--- src/rtl/mul_sequencer.sv ---
`default_nettype none
// ============================================================================
//  Module   : mul_sequencer
//  Purpose  : Iterative shift-add multiply controller for the execute stage.
//             Borrows the shared execute-stage adder for one partial-product
//             step per cycle and stalls the pipeline while it does so.
//  Revision : 1.0 - initial release
// ============================================================================
module mul_sequencer #(
    parameter int WIDTH = 16
) (
    input  logic               clk,
    input  logic               rst_n,
    input  logic               start,
    input  logic               signed_op,
    input  logic [WIDTH-1:0]   op_a,
    input  logic [WIDTH-1:0]   op_b,
    input  logic [WIDTH-1:0]   alu_sum,
    input  logic               alu_cout,
    output logic               alu_req,
    output logic [WIDTH-1:0]   alu_a,
    output logic [WIDTH-1:0]   alu_b,
    output logic               busy,
    output logic               done,
    output logic [2*WIDTH-1:0] product
);

    // Iteration counter only has to reach WIDTH-1.
    localparam int             c_CW       = (WIDTH > 1) ? $clog2(WIDTH) : 1;
    localparam logic [c_CW-1:0] c_CNT_LAST = c_CW'(WIDTH - 1);
    localparam logic [c_CW-1:0] c_CNT_ONE  = c_CW'(1);

    localparam logic [1:0] c_ST_IDLE = 2'd0;
    localparam logic [1:0] c_ST_RUN  = 2'd1;
    localparam logic [1:0] c_ST_DONE = 2'd2;

    logic [1:0]         r_state;
    logic [1:0]         w_state_nxt;
    logic [WIDTH-1:0]   r_mcand;
    logic [WIDTH-1:0]   r_hi;
    logic [WIDTH-1:0]   r_lo;
    logic [c_CW-1:0]    r_cnt;
    logic               r_neg;
    logic [2*WIDTH-1:0] r_product;

    logic               w_running;
    logic               w_accept;
    logic               w_last;
    logic [WIDTH-1:0]   w_mag_a;
    logic [WIDTH-1:0]   w_mag_b;
    logic [2*WIDTH:0]   w_shift;
    logic [2*WIDTH-1:0] w_step;

    assign w_running = (r_state == c_ST_RUN);
    // start is only honoured outside RUN; there is no request queue.
    assign w_accept  = start && !w_running;
    assign w_last    = w_running && (r_cnt == c_CNT_LAST);

    // Magnitudes for signed operation; the most negative value maps onto
    // itself, which is the correct unsigned magnitude.
    assign w_mag_a = (signed_op && op_a[WIDTH-1]) ? -op_a : op_a;
    assign w_mag_b = (signed_op && op_b[WIDTH-1]) ? -op_b : op_b;

    // Carry from the shared adder lands in the top bit before the shift.
    assign w_shift = {alu_cout, alu_sum, r_lo};
    assign w_step  = w_shift[2*WIDTH:1];

    // State register.
    always_ff @(posedge clk) begin
        if (!rst_n) begin
            r_state <= c_ST_IDLE;
        end else begin
            r_state <= w_state_nxt;
        end
    end

    // Next-state decode and all externally visible control outputs.
    always_comb begin
        w_state_nxt = r_state;
        alu_req     = 1'b0;
        alu_a       = '0;
        alu_b       = '0;
        busy        = 1'b0;
        done        = 1'b0;
        case (r_state)
            c_ST_IDLE: begin
                if (start) begin
                    w_state_nxt = c_ST_RUN;
                end
            end
            c_ST_RUN: begin
                alu_req = 1'b1;
                busy    = 1'b1;
                alu_a   = r_hi;
                alu_b   = r_lo[0] ? r_mcand : '0;
                if (r_cnt == c_CNT_LAST) begin
                    w_state_nxt = c_ST_DONE;
                end
            end
            c_ST_DONE: begin
                done        = 1'b1;
                w_state_nxt = start ? c_ST_RUN : c_ST_IDLE;
            end
            default: begin
                w_state_nxt = c_ST_IDLE;
            end
        endcase
    end

    // Operand capture, shift-add iteration and final sign correction.
    always_ff @(posedge clk) begin
        if (!rst_n) begin
            r_mcand   <= '0;
            r_hi      <= '0;
            r_lo      <= '0;
            r_cnt     <= '0;
            r_neg     <= 1'b0;
            r_product <= '0;
        end else if (w_accept) begin
            r_mcand <= w_mag_a;
            r_hi    <= '0;
            r_lo    <= w_mag_b;
            r_cnt   <= '0;
            r_neg   <= signed_op & (op_a[WIDTH-1] ^ op_b[WIDTH-1]);
        end else if (w_running) begin
            r_hi  <= w_step[2*WIDTH-1:WIDTH];
            r_lo  <= w_step[WIDTH-1:0];
            r_cnt <= r_cnt + c_CNT_ONE;
            // Negation is local so the shared adder is released on time.
            if (w_last) begin
                r_product <= r_neg ? -w_step : w_step;
            end
        end
    end

    assign product = r_product;

endmodule
`default_nettype wire

--- config.mk ---
export PLATFORM = sky130hd
export DESIGN_NAME = mul_sequencer
export DESIGN_NICKNAME = d
export VERILOG_FILES = /design/src/rtl/mul_sequencer.sv
export SDC_FILE = /design/constraint.sdc
export NUM_CORES = 1
export LEC_CHECK = 0
export CAP_MARGIN = 20
export CORE_MARGIN = 3
export CORE_UTILIZATION = 54
export CTS_CLUSTER_SIZE = 20
export DETAILED_ROUTE_END_ITERATION = 16
export MAX_ROUTING_LAYER = met4
export PLACE_DENSITY = 0.95
export REMOVE_ABC_BUFFERS = 1
export SYNTH_ARGS = -nofsm -noshare
export SYNTH_HDL_FRONTEND = slang
export SYNTH_SLANG_ARGS = --single-unit
--- constraint.sdc ---
create_clock -name clk -period 3.6 [get_ports clk]
set_clock_uncertainty 0.1 [all_clocks]
set_input_delay 0.36 -clock clk [delete_from_list [all_inputs] [get_ports clk]]
set_output_delay 0.36 -clock clk [all_outputs]
set_load 0.005 [all_outputs]
==> results.sh <==
export IMPL_leakage_nw=2.21
export IMPL_final_hold_viol_count=0
export IMPL_clock_path_buffers=2
export IMPL_first_global_vias=4814
export IMPL_synth_top_family_by_area="simple AND/OR/NAND/NOR gates"
export IMPL_die_w_um=101
export IMPL_grt_max_degree=44
export IMPL_rsz0062_at_grt="no"
export IMPL_fin_hold_ws_ns=0.357
export IMPL_hp_class="reg2reg"
export IMPL_timing_final_ws_setup_ns=0.687
export IMPL_io_buffers=119
export IMPL_status="completed"
export IMPL_final_util_pct=71.5
export IMPL_dr_pass1_iters=6
export IMPL_yosysMostFrequentCell="dfxtp_1"
export IMPL_synth_xor_xnor_area_share_pct=7.66
export IMPL_synth_compound_area_share_pct=20.9
export IMPL_cp_cell_sequence="nand2b_1 > inv_2 > buf_4 > and2_1 > clkdlybuf4s50_1"
export IMPL_synth_warnings=0
export IMPL_dpl_cell_area_um2=6100
export IMPL_vias=5104
export IMPL_dieArea_um2=10300
export IMPL_h_tree_depth=3
export IMPL_maxSlewHeadroom_pct=30.2
export IMPL_syn_area_per_cell_um2=7.70
export IMPL_clock_fmax_mhz=343
export IMPL_cts_resized_gates=0
export IMPL_drv_slew=0
export IMPL_via_per_inst=6.09
export IMPL_endpoint_kind="primary output"
export IMPL_cp_num_buf_inv=3
export IMPL_clkSinkCount=87
export IMPL_dp_slack_ns=0.878
export IMPL_cts_hold_buf=0
export IMPL_drv_cap=0
export IMPL_dp_hpwl_mm=10.2
export IMPL_synth_cells=638
export IMPL_cp_max_fo=43
export IMPL_setup_viol=0
export IMPL_die_y_um=101
export IMPL_wl_mm=14.2
export IMPL_cts_made_buffers=9
export IMPL_ys_flop_type="dfxtp_1"
export IMPL_ant_nets=0
export IMPL_critPathTopFamily="buffers and inverters"
export IMPL_rows=34
export IMPL_synth_edff_count=0
export IMPL_p_per_area_nw_per_um2=325
export IMPL_drc=0
export IMPL_core_region_area_um2=8760
export IMPL_crit_required_ns=3.14
export IMPL_grt_overflow_total=0
export IMPL_worstSetupPathType="reg2out"
export IMPL_async_flop_share_pct=0
export IMPL_drive_above_1_share_pct=4.52
export IMPL_synth_common_cells="dfxtp_1, nand2_1, a21oi_1"
export IMPL_io_pins=120
export IMPL_dr_first_iter_drc_count=365
export IMPL_synth_top_area_share_pct=35.4
export IMPL_synth_area_leader_cell="dfxtp_1"
export IMPL_critPathLaunchType="flip-flop"
export IMPL_initial_core_util_pct=56.1
export IMPL_tns_ns=0
export IMPL_peakVddDrop_uv=171
export IMPL_wl_per_cell_um=16.9
export IMPL_tritoncts="done"
export IMPL_synth_fa_ha_area_share_pct=1.02
export IMPL_max_stage_delay_ns=0.50
export IMPL_synth_seq_cells=87
export IMPL_post_route_period_util_pct=80.9
export IMPL_yosysUniqueCellTypes=51
export IMPL_syn_to_final_growth_pct=27.6
export IMPL_cp_arrival_ns=2.45
export IMPL_cts_setup_buffers=0
export IMPL_antennaDiodeCount=0
export IMPL_layout_nets=782
export IMPL_clk_pin_slew_worst_paths_ns=0.09
export IMPL_max_slew_worst_pin_slew_ns=1.04
export IMPL_synth_area_um2=4910
export IMPL_grt_first_pass_wirelength_mm=23.0
export IMPL_synth_area_top_cells="dfxtp_1, a21oi_1, nand2_1, xor2_1, nor2_1"
export IMPL_track_usage_pct=28.4
export IMPL_min_period_ns=2.91
export IMPL_ys_seq_area_share_pct=35.4
export IMPL_gp_congestion=0.902
export IMPL_fin_area_um2=6270
export IMPL_synth_simple_area_share_pct=26.6
export IMPL_synth_mux_area_fraction_pct=2.85
export IMPL_clk_latency_ns=0.36
export IMPL_antenna_found_initial=0
export IMPL_cts_root_buffer="clkbuf_8"
export IMPL_crit_slowest_cell="clkdlybuf4s50_1"
-- metal layers --
layer | global-route usage [%] | vias up | share of wire [%]
li1 | - | 2458 | -
met1 | 34.6 | 2373 | 42
met2 | 47.2 | 244 | 49
met3 | 4.68 | 29 | 7.4
met4 | 10.3 | 0 | 2.1
met5 | - | - | 0
-- cell type report --
cell class | count | area, µm²
clock buffers | 10 | 128
clock inverters | 6 | 45.0
fillers | 678 | 2490
inverters | 14 | 52.6
multi-input cells | 484 | 2900
flip-flops and latches | 87 | 1740
well taps | 108 | 135
repair buffers | 129 | 1270
-- cell usage in the layout (no fill, tap or decap), types with 6 or more instances in the layout --
| cell type | instances |
|---|---|
| dfxtp_1 | 87 |
| nor4_1 | 17 |
| mux2i_1 | 14 |
| nand2_1 | 69 |
| clkdlybuf4s50_1 | 119 |
| nor3_1 | 14 |
| o21ai_0 | 34 |
| or3_1 | 7 |
| inv_1 | 12 |
| clkbuf_8 | 9 |
| xnor2_1 | 15 |
| a31oi_1 | 11 |
| xor2_1 | 28 |
| nor2_1 | 50 |
| o22ai_1 | 10 |
| and3_1 | 22 |
| nand3_1 | 16 |
| or4_1 | 6 |
| o31ai_1 | 10 |
| a21oi_1 | 61 |
| buf_4 | 10 |
| a211oi_1 | 17 |
| nor3b_1 | 12 |
| nor2b_1 | 7 |
| and2_1 | 19 |
-- stage by stage --
stage               instances  power [mW]
global placement          822        1.41
CTS                       838        2.04
floorplan                 585        1.25
finish                    838        2.04
global route              838        2.13
detailed placement        822        1.43
-- flip-flops by register name, indices dropped and copies added (netlist names) --
signal / flops
r_cnt: 4
r_mcand: 16
product: 32
r_lo: 16
r_neg: 1
r_state: 2
r_hi: 16
-- worst min-delay path, stage by stage, from the launching register on --
cell     delay [ns]
dfxtp_1        0.32
nand2_1        0.05
a21oi_1        0.05
-- kinds of logic after synthesis --
family | count (synthesis)
simple gates | 255
fa+ha+maj | 4
flops | 87
mux | 14
xor+xnor | 43
buf+inv | 67
compound gates | 168
-- power breakdown --
part	switching (mW)	internal, mW
Sequential	0.0402	1.00
Combinational	0.216	0.165
Clock	0.364	0.253
Total	0.620	1.42
-- final timing paths --
path | start | end | slack (ns) | cells after the start
setup reg to reg | r_state[1]$_SDFFE_PN0P_ | product[28]$_SDFFE_PN0P_ | 0.88 | 6
hold / removal | r_hi[3]$_SDFFE_PP0P_ | r_hi[3]$_SDFFE_PP0P_ | 0.36 | 2
setup / recovery | r_state[1]$_SDFFE_PN0P_ | alu_a[0] | 0.69 | 5
hold reg to reg | r_hi[3]$_SDFFE_PP0P_ | r_hi[3]$_SDFFE_PP0P_ | 0.36 | 2
Power figures use the tool's default switching activity.
